==> config.mk <==
export PLATFORM = sky130hd
export DESIGN_NAME = sys_timing_gen
export DESIGN_NICKNAME = d
export VERILOG_FILES = /design/src/rtl/sys_timing_gen.sv
export SDC_FILE = /design/constraint.sdc
export NUM_CORES = 1
export LEC_CHECK = 0
export BUFFER_PORTS_ARGS = -buffer_cell sky130_fd_sc_hd__buf_2
export CAP_MARGIN = 5
export CORE_UTILIZATION = 50
export CTS_CLUSTER_DIAMETER = 80
export DETAILED_ROUTE_END_ITERATION = 8
export GPL_TIMING_DRIVEN = 1
export PLACE_DENSITY = 0.8
export SLEW_MARGIN = 30
export SYNTH_ARGS = -nofsm -noshare
export SYNTH_HDL_FRONTEND = slang
export SYNTH_SLANG_ARGS = --single-unit
==> constraint.sdc <==
create_clock -name clk_sys -period 2.25 [get_ports clk_sys]
set_input_delay 0.3375 -clock clk_sys [delete_from_list [all_inputs] [get_ports clk_sys]]
set_output_delay 0.3375 -clock clk_sys [all_outputs]
set_load 0.03 [all_outputs]
==> src/rtl/sys_timing_gen.sv <==
// Clock-enable divider bank and machine reset sequencer (power-on delay, then
// stretched reset on request or PLL loss).
module sys_timing_gen #(
   parameter int NUM_CE     = 2,
   parameter int DIV_W      = 8,
   parameter int POR_CYCLES = 20_000_000,
   parameter int STRETCH    = 15
) (
   input  logic                    clk_sys,
   input  logic                    reset_n,
   input  logic                    pll_locked,
   input  logic                    reset_req,
   input  logic [NUM_CE*DIV_W-1:0] div,
   input  logic [NUM_CE-1:0]       ce_en,
   input  logic                    ce_sync,
   output logic [NUM_CE-1:0]       ce,
   output logic                    sys_reset,
   output logic                    por_done
);

   localparam int PC_W = (POR_CYCLES > 1) ? $clog2(POR_CYCLES) : 1;
   localparam int SC_W = (STRETCH > 1) ? $clog2(STRETCH) : 1;
   localparam logic [PC_W-1:0] PC_INIT = PC_W'(POR_CYCLES - 1);
   localparam logic [SC_W-1:0] SC_INIT = SC_W'(STRETCH - 1);

   localparam logic [1:0] ST_POR  = 2'd0;
   localparam logic [1:0] ST_HOLD = 2'd1;
   localparam logic [1:0] ST_RUN  = 2'd2;

   logic [DIV_W-1:0] cnt_q  [NUM_CE];
   logic [DIV_W-1:0] cnt_d  [NUM_CE];
   logic [DIV_W-1:0] divl_q [NUM_CE];
   logic [DIV_W-1:0] divl_d [NUM_CE];
   logic [NUM_CE-1:0] ce_q, ce_d;

   logic [1:0]      sync_q;
   logic [1:0]      state_q, state_d;
   logic [PC_W-1:0] pc_q, pc_d;
   logic [SC_W-1:0] sc_q, sc_d;
   logic            sysrst_q, sysrst_d;
   logic            por_q, por_d;
   logic            req;

   // Divisor is only reloaded at wrap so a mid-period change never cuts a pulse short.
   always_comb begin
      cnt_d  = cnt_q;
      divl_d = divl_q;
      ce_d   = '0;
      for (int unsigned i = 0; i < NUM_CE; i++) begin
         if (ce_sync) begin
            cnt_d[i] = '0;
         end else if (cnt_q[i] == divl_q[i]) begin
            cnt_d[i]  = '0;
            divl_d[i] = div[i*DIV_W +: DIV_W];
         end else begin
            cnt_d[i] = cnt_q[i] + DIV_W'(1);
         end
         ce_d[i] = (cnt_q[i] == divl_q[i]) & ce_en[i] & ~ce_sync;
      end
   end

   assign req = reset_req | ~sync_q[1];

   always_comb begin
      state_d = state_q;
      pc_d    = pc_q;
      sc_d    = sc_q;
      por_d   = por_q;
      case (state_q)
         ST_POR: begin
            if (pc_q == '0) begin
               state_d = ST_HOLD;
               por_d   = 1'b1;
            end else begin
               pc_d = pc_q - PC_W'(1);
            end
         end
         ST_HOLD: begin
            if (req)              sc_d    = SC_INIT;
            else if (sc_q == '0)  state_d = ST_RUN;
            else                  sc_d    = sc_q - SC_W'(1);
         end
         ST_RUN: begin
            if (req) begin
               state_d = ST_HOLD;
               sc_d    = SC_INIT;
            end
         end
         default: state_d = ST_POR;
      endcase
      sysrst_d = (state_d != ST_RUN);
   end

   always_ff @(posedge clk_sys) begin
      if (!reset_n) begin
         for (int unsigned i = 0; i < NUM_CE; i++) begin
            cnt_q[i]  <= '0;
            divl_q[i] <= div[i*DIV_W +: DIV_W];
         end
         ce_q     <= '0;
         sync_q   <= '0;
         state_q  <= ST_POR;
         pc_q     <= PC_INIT;
         sc_q     <= SC_INIT;
         sysrst_q <= 1'b1;
         por_q    <= 1'b0;
      end else begin
         cnt_q    <= cnt_d;
         divl_q   <= divl_d;
         ce_q     <= ce_d;
         sync_q   <= {sync_q[0], pll_locked};
         state_q  <= state_d;
         pc_q     <= pc_d;
         sc_q     <= sc_d;
         sysrst_q <= sysrst_d;
         por_q    <= por_d;
      end
   end

   assign ce        = ce_q;
   assign sys_reset = sysrst_q;
   assign por_done  = por_q;

endmodule

# == Yosys cells after proc, flatten, opt, wreduce, memory -nomap -nowiden ==
# Cells that the tools add are included.
# op_classes
reduce_logical,11
n_eq_ne,10
n_addsub,4
n_bitwise,9
n_mux,14
# op_table
operator,count
8-bit two-way mux,4
25-bit zero test,1
"25-bit by 1-bit subtractor with 25-bit output, second input constant",1
"8-bit by 1-bit adder with 8-bit output, second input constant",2
8-bit equality test,2
16-bit two-way mux,1
4-bit two-way mux,3
2-bit two-way mux,4
4-bit one-hot mux with 2 select lines,1
2-bit AND reduction,4
"2-bit != test, second input constant",3
2-bit one-hot mux with 3 select lines,1
3-bit OR reduction,2
1-bit AND,4
4-bit zero test,1
"2-bit by 1-bit != test with 1-bit output, second input constant",2
1-bit NOT,4
"4-bit by 1-bit subtractor with 4-bit output, second input constant",1
"3-bit != test, second input constant",1
3-bit AND reduction,1
"2-bit by 1-bit equality test with 1-bit output, second input constant",1
"2-bit equality test, second input constant",1
2-bit zero test,1
2-bit nonzero test,1
1-bit OR,1
# word_totals
word_cells,59
inputBits,23
output_inout_bits,4
regBits,69

# == Logic depth before layout (Yosys ltp) ==
# Gate-level depths: netlist (run 1).
# logic_depth
depth_word,5
depth_mapped,8
ltp_nobuf,7

# == Worst setup path after synthesis (run 1) ==
# Ideal clock, no wire load.
# synth_path
path_type,reg2reg
startpoint,register pc_q[8]
endpoint,register pc_q[21]
arrival_ns,2.106
path_slack_ns,0.015
path_stages_with_launch,8
setup_time_ns,0.129
required_ns,2.121
cell_sequence,dfxtp_1 > or4_1 > buf_2 > or4b_4 > buf_6 > nor4_4 > xnor2_1 > nand2_1
# synth_between
elab_chain_cells,3
# synth_rtl
element,line_no,rtl
from (decl),38,"logic [PC_W-1:0] pc_q, pc_d;"
from (signal assigned),113,pc_q <= pc_d;
"parallel branches: the longest is 3 deep, another holds 25-bit by 1-bit subtractor with 25-bit output",--,
# Several ways; the timed one is not identified.
# A chain may end at the register's enable or synchronous reset.

# == Worst setup path after layout (run 1) ==
# layout_path
startpoint,register pc_q[8]
endpoint,register pc_q[19]
# The elaborated chain is that of the path after synthesis.

==> summary.txt, run 1 <==
Outcome
  • Outcome: finished, final reports clean

GRT
  • Initial antenna violation count: 0
  • All-layer global routing usage: 18.0%
  • First-pass GRT wire length: about 9 mm
  • Vias in the first global route: 2,068
  • Largest net degree at the start of global routing: 39
  • Grt total ovfl: 0

Synth
  • Yosys warning total: 0
  • Mapped Avg Cell Area: 10.0 um^2
  • Multiplexer share of the synthesized area: 0.330%
  • Adder-cell area share of the yosys netlist: 1.65%
  • Post-Synth Simple-Gate Area: 24.3%
  • Synth Area in Compound Gates: 7.23%
  • Post-synth top flop: dfxtp_1
  • Yosys top cell area share: between 30% and 40%
  • Leading area contributor after synthesis: dfxtp_1
  • Dominant cells by area after synthesis: dfxtp_1 35%, edfxtp_1 16%, xor2_1 9.8%
  • Xor and xnor fraction of the mapped netlist area: 13.6%
  • Post-synthesis instance total: 303
  • Register area share after synthesis: 50.9%
  • Largest family of logic cells by synthesized area: simple AND/OR/NAND/NOR gates
  • Synthesized area: just over 0.003 mm^2
  • Async S/R FF share, synth: 0%
  • Syn Nets: 330
  • Yosys reg bits: 69
  • Post-synth cell types: between 40 and 50
  • Post-synth EDFFs: 16

Die
  • FP Rows: 27
  • IO Count: 27
  • Die area: 0.00637 mm^2
  • Die Ht: around 80 um
  • Core box area: 0.00568 mm^2
  • Initial Util: between 50% and 60%
  • Die W: about 80 um

Power
  • Max IR drop VDD: between 300 and 400 uV
  • LEAKAGE: approximately 1.4 nW
  • Sw power: 0.000507 W
  • Combinational power share: 3.6%
  • Switching Fraction: 21.6%
  • Total power: 0.00234 W
  • Sequential share of power: 55.9%
  • Internal power: 0.00184 W
  • Power per Cell Area: 667 mW/mm^2
  • Clock Power Share: between 40% and 50%

Hold path
  • HP Start: div[9]
  • Worst Hold Path EP: divl_q[1]
  • Hold crit path type: in2reg
  • Hold path depth: 1

Clocking
  • Clock Path Buffers: 2
  • TritonCTS buffer count: 9
  • CTS root buf: clkbuf_8
  • CTS clk-pin slew, worst paths: 70 ps
  • CTS sink count: 69
  • CTS tree: done
  • CTS H-tree depth: 3
  • Worst skew pair latency: 340 ps

Flow run
  • Max-capacitance violation count: 0

Cells and area
  • Non-Filler Instances: 422
  • Diode count: 0
  • Final Util: 61.9%
  • Area grow syn2layout: 16.0%
  • Nets: 372
  • Share of cells above drive strength 1: 19.1%

Detailed routing
  • Drt wl/cell: 12.2 um
  • Final wirelength: 5.16 mm
  • First drt pass iteration count: 4
  • Vias: 2,216
  • DRT antenna net count: 0
  • DRC: 0
  • Vias per inst: roughly 5.3
  • Initial DRC count: 79

Timing
  • Post-Route Setup TNS: 0 ps
  • Setup Viol. Count Final: 0
  • Worst hold slack: 173 ps
  • Final Cycle Share: 95.7%
  • RSZ-0062 raised after global routing: yes
  • Minimum clock period: 2150 ps
  • Slew Limit Fails: 0
  • Endpoints failing hold: 0
  • Clock skew: around 5.4 ps
  • Slew margin rel.: a little over two thirds
  • Fmax: 0.465 GHz
  • Worst Tran Pin Value: 441 ps

Placed design
  • Dpl cells: 404
  • Detailed placement HPWL: 3.60 mm
  • Gpl congestion: around 0.81
  • PortBufs: 26

Setup path
  • Startpoint Class: register
  • Critical path type: reg2reg
  • R2R cell count: 5
  • CP Capture Type: register
  • FF-to-FF Start: pc_q[8]
  • Largest fanout on the critical path: 13
  • Flop2flop setup slack: roughly 97 ps
  • FF-to-FF End: pc_q[19]
  • Arrival time worst endpoint: around 2400 ps
  • CP required: 2480 ps
-- cells in the final DEF (no fill, tap or decap), types with 2 or more instances in the layout --
cell        synthesis  layout
a21boi_0            3       2
a21oi_1             6       6
and2_1              9       9
and3_1             10      10
buf_2               1      26
buf_4               0      13
clkbuf_8            0       9
clkinv_1            0       2
clkinvlp_4          0       2
dfxtp_1            53      53
edfxtp_1           16      16
ha_1                4       3
inv_1               6       6
nand2_1            27      27
nand2b_1            4       4
nand3_1            14      14
nand4_1             3       3
nor2_1             28      28
nor2b_1             2       2
nor3_1             10      10
nor4_1              9       8
o211ai_1            4       4
o211ai_2            2       2
o21a_1              3       3
o21ai_0            10       8
o21ai_2             1       2
o31ai_1             2       2
or2_2               2       2
or3_1               6       6
or4_1               3       3
or4b_4              1       2
xnor2_1            13      13
xor2_1             34      34
-- worst max-delay path, cell delays in order (launching register included) --
cell and delay (ps):
dfxtp_1 320, or4_1 550, or4b_4 630, nor4_2 300
xor2_1 90, and2_1 160
-- sequential cells by signal, indices dropped and copies added (netlist names) --
register and count:
cnt_q 16, por_done 1, ce 2, sc_q 4
sync_q 2, sys_reset 1, state_q 2, pc_q 25
divl_q 16
-- synthesized netlist by cell type (2+ instances only) --
cell type and count:
dfxtp_1 53, xor2_1 34, nor2_1 28, nand2_1 27, edfxtp_1 16, nand3_1 14, xnor2_1 13, and3_1 10
nor3_1 10, o21ai_0 10, and2_1 9, nor4_1 9, a21oi_1 6, clkbuf_1 6, inv_1 6, or3_1 6
ha_1 4, nand2b_1 4, o211ai_1 4, a21boi_0 3, nand4_1 3, o21a_1 3, or4_1 3, nor2b_1 2
o211ai_2 2, o31ai_1 2, or2_2 2
-- power by group through the flow --
stage               Sequential (W)  Combinational (W)  Clock (W)
floorplan                  0.00133          0.0000490          0
global placement           0.00134          0.0000797          0
detailed placement         0.00134          0.0000836          0
CTS                        0.00131          0.0000839   0.000977
global route               0.00131          0.0000941    0.00103
finish                     0.00131          0.0000835   0.000951
-- through the flow --
stage,setup slack (ps),instance area (um^2)
2_1_floorplan,14.5,3030
3_3_place_gp,88.9,3290
3_5_place_dp,36.7,3290
4_1_cts,5.89,3480
5_1_grt,-5.68,3510
6_report,97.5,3510
-- cells by family (layout without fill, tap and decap cells) --
family                     count (synthesis)  count (layout)
AOI/OAI and AO/OA                         33              33
xor gates and xnor gates                  47              47
adders and majority gates                  4               4
buffers and inverters                     14              61
DFF                                       69              69
muxes                                      1               1
and+or+nand+nor                          135             135
-- layer usage --
metal	track usage, %	vias up	share of wire (%)
li1	-	1138	-
met1	22.0	1034	48
met2	28.9	35	46
met3	6.74	9	4.4
met4	6.07	0	1.3
met5	0	-	0
-- final cells by class --
type | instances | area (um^2)
Multi-Input combinational cell | 220 | 1440
Clock buffer | 9 | 124
Tap cell | 72 | 90.1
Inverter | 6 | 22.5
Clock inverter | 7 | 66.3
Timing Repair Buffer | 39 | 228
Sequential cell | 69 | 1540
Fill cell | 460 | 2160
-- worst max path at each step --
stage / from / endpoint / slack [ps]
after floorplan: pc_q[8] / pc_q[21] / 10
after global placement: pc_q[8] / pc_q[5] / 90
after detailed placement: pc_q[8] / pc_q[9] / 40
after CTS: pc_q[8] / pc_q[9] / 6
after global routing: pc_q[0] / pc_q[22] / -6
final: pc_q[8] / pc_q[19] / 100
-- what timing repair did --
| item | CTS | global route |
|---|---|---|
| buffers inserted | 0 | 2 |
| gates resized for setup | 0 | 7 |
| setup endpoints to repair | 0 | 6 |
| hold buffers | 0 | 0 |
(Power assumes the default switching activity.)
==> run 2: changes to the inputs <==
- PLACE_DENSITY: 0.8 -> 0.78
- clock period: 2.25 -> 2.6 ns (I/O delays scaled with it)
==> run 2 against run 1 <==
Against the previous run: combinational power is 15% lower; sequential share of layout area is 0.46 points higher; clock power is 3.5% lower; wire length is 1.1% higher; clock skew is 3.2 ps higher; cell area is 1.0% lower; setup slack better by 180 ps; hold slack better by 43 ps.
==> summary.txt, run 2 (synthesis results as in run 1) <==
GRT
  • Grt total ovfl: 0 (unchanged)
  • Initial antenna violation count: 0 (unchanged)
  • First-pass GRT wire length: 9.04 mm (was 8.85 mm)
  • All-layer global routing usage: 18.4% (was 18.0%)
  • Vias in the first global route: 2,149 (was 2,068)
  • Largest net degree at the start of global routing: 39 (unchanged)

Setup path
  • Largest fanout on the critical path: 5 (was 13)
  • Critical path type: reg2reg (unchanged)
  • Arrival time worst endpoint: 2580 ps (was 2390 ps)
  • CP required: 2870 ps (was 2480 ps)
  • CP Capture Type: register (unchanged)
  • Startpoint Class: register (unchanged)

Clocking
  • Post CTS Setup Buffer Count: 0 (unchanged)
  • CTS clk-pin slew, worst paths: 70 ps (about the same)
  • Post_cts resized: 0 (unchanged)
  • Clock Path Buffers: 2 (unchanged)
  • CTS sink count: 69 (unchanged)
  • CTS root buf: clkbuf_8 (unchanged)
  • Worst skew pair latency: 340 ps (about the same)
  • CTS H-tree depth: 3 (unchanged)
  • CTS tree: done (unchanged)
  • Hold buffers post-CTS: 0 (unchanged)
  • TritonCTS buffer count: 9 (unchanged)

Cells and area
  • Share of cells above drive strength 1: 16.2% (was 19.1%)
  • Register area: 0.00154 mm^2 (unchanged)
  • Top Registers: pc_q x25, cnt_q x16, divl_q x16 (unchanged)
  • Diode count: 0 (unchanged)
  • Final Util: 61.3% (was 61.9%)
  • Nets: 367 (was 372)
  • Max reg flops: 25 (unchanged)
  • Multi-input logic area: 0.00143 mm^2 (was 0.00144 mm^2)
  • Fill cells: 462 (was 460)
  • Reg with most FFs: pc_q (unchanged)
  • Final std cell area, no fill: 0.00348 mm^2 (was 0.00351 mm^2)
  • Most frequent cells in the layout: 53 x dfxtp_1, 34 x xor2_1, 28 x nor2_1 (unchanged)
  • Leading cell type in the layout, fill and taps excluded: dfxtp_1 (unchanged)
  • Non-Filler Instances: 417 (was 422)
  • Area grow syn2layout: 14.8% (was 16.0%)

Die
  • Core box area: 0.00568 mm^2 (unchanged)
  • IO Count: 27 (unchanged)
  • FP Rows: 27 (unchanged)
  • Die W: 79.8 um (unchanged)
  • Die Ht: 79.8 um (unchanged)
  • Initial Util: 53.4% (unchanged)
  • Die area: 0.00637 mm^2 (unchanged)

Placed design
  • Placed standard-cell area: 0.00327 mm^2 (was 0.00329 mm^2)
  • Dpl cells: 401 (was 404)
  • PortBufs: 26 (unchanged)
  • Detailed placement HPWL: 3.64 mm (was 3.60 mm)
  • Gpl congestion: 0.800 (was 0.814)

Timing
  • Clock skew: 8.63 ps (was 5.42 ps)
  • Final Cycle Share: 89.2% (was 95.7%)
  • Fmax: 0.431 GHz (was 0.465 GHz)
  • Post-Route Setup TNS: 0 ps (unchanged)
  • Minimum clock period: 2320 ps (was 2150 ps)
  • Worst hold slack: 217 ps (was 173 ps)
  • Slew margin rel.: 65.2% (was 70.3%)
  • RSZ-0062 raised after global routing: no (was yes)
  • Setup Viol. Count Final: 0 (unchanged)
  • Worst Tran Pin Value: 518 ps (was 441 ps)
  • Slew Limit Fails: 0 (unchanged)
  • Endpoints failing hold: 0 (unchanged)

Power
  • LEAKAGE: 1.36 nW (was 1.37 nW)
  • Power per Cell Area: 610 mW/mm^2 (was 667 mW/mm^2)
  • Max IR drop VDD: 527 uV (was 394 uV)

Detailed routing
  • Initial DRC count: 97 (was 79)
  • Vias per inst: 5.28 (was 5.25)
  • Drt wl/cell: 12.5 um (was 12.2 um)
  • Vias: 2,202 (was 2,216)
  • First drt pass iteration count: 4 (unchanged)
  • DRT antenna net count: 0 (unchanged)
  • DRC: 0 (unchanged)
  • Final wirelength: 5.22 mm (was 5.16 mm)

Flow run
  • Max-capacitance violation count: 0 (unchanged)

Outcome
  • Outcome: finished, final reports clean (unchanged)

Hold path
  • Hold crit path type: in2reg (unchanged)
## run 2: cell types whose count changed in the layout (fill, tap and decap cells not counted), sizes merged
cell      before  now
clkinv         4    2
bufinv         1    2
clkinvlp       2    0
clkbuf         9   12
buf           39   34
## run 2: path summary, 6_finish.rpt
path / from / end / slack (ps) / cells past startpoint
worst max-delay path: pc_q[0] / pc_q[22] / 280 / 8
worst min-delay path: div[2] / divl_q[10] / 220 / 1
worst max register to register: pc_q[0] / pc_q[22] / 280 / 8
worst min register to register: sync_q[0] / sync_q[1] / 440 / 1
## run 2: critical path, cell delays in order (launching register included)
cell,delay (ps)
dfxtp_1,310
inv_1,80
ha_1,210
or4b_1,500
nor3_2,370
buf_4,210
nand3_1,90
or3_1,330
a21boi_0,170
## run 2: area by class of cell
class,count,area share (%)
clock inverter,4,2.09
clock buffer,12,3.88
tap,72,2.59
sequential,69,44.3
multi-input combinational,220,41.0
inverter,6,0.647
timing repair buffer,34,5.47
## run 2: power by group
part | internal, W | switching [W] | leakage, nW
Clock | 0.000540 | 0.000378 | 0.102
Combinational | 0.0000332 | 0.0000374 | 0.670
Sequential | 0.00112 | 0.0000136 | 0.586
Total | 0.00169 | 0.000429 | 1.36
## run 2: metal layers
metal	part of all wire [%]	routed length [um]	up-vias	track usage [%]
li1	-	-	1133	-
met1	45	2370	1025	20.7
met2	49	2560	38	31.5
met3	4.4	229	6	6.74
met4	1.1	59	0	7.32
met5	0	0	-	0
## run 2: stage by stage
| step | worst slack (ps) | total power (W) |
|---|---|---|
| 2_1_floorplan | 365 | 0.00120 |
| 3_3_place_gp | 390 | 0.00123 |
| 3_5_place_dp | 319 | 0.00123 |
| 4_1_cts | 262 | 0.00215 |
| 5_1_grt | 46.9 | 0.00220 |
| 6_report | 280 | 0.00212 |
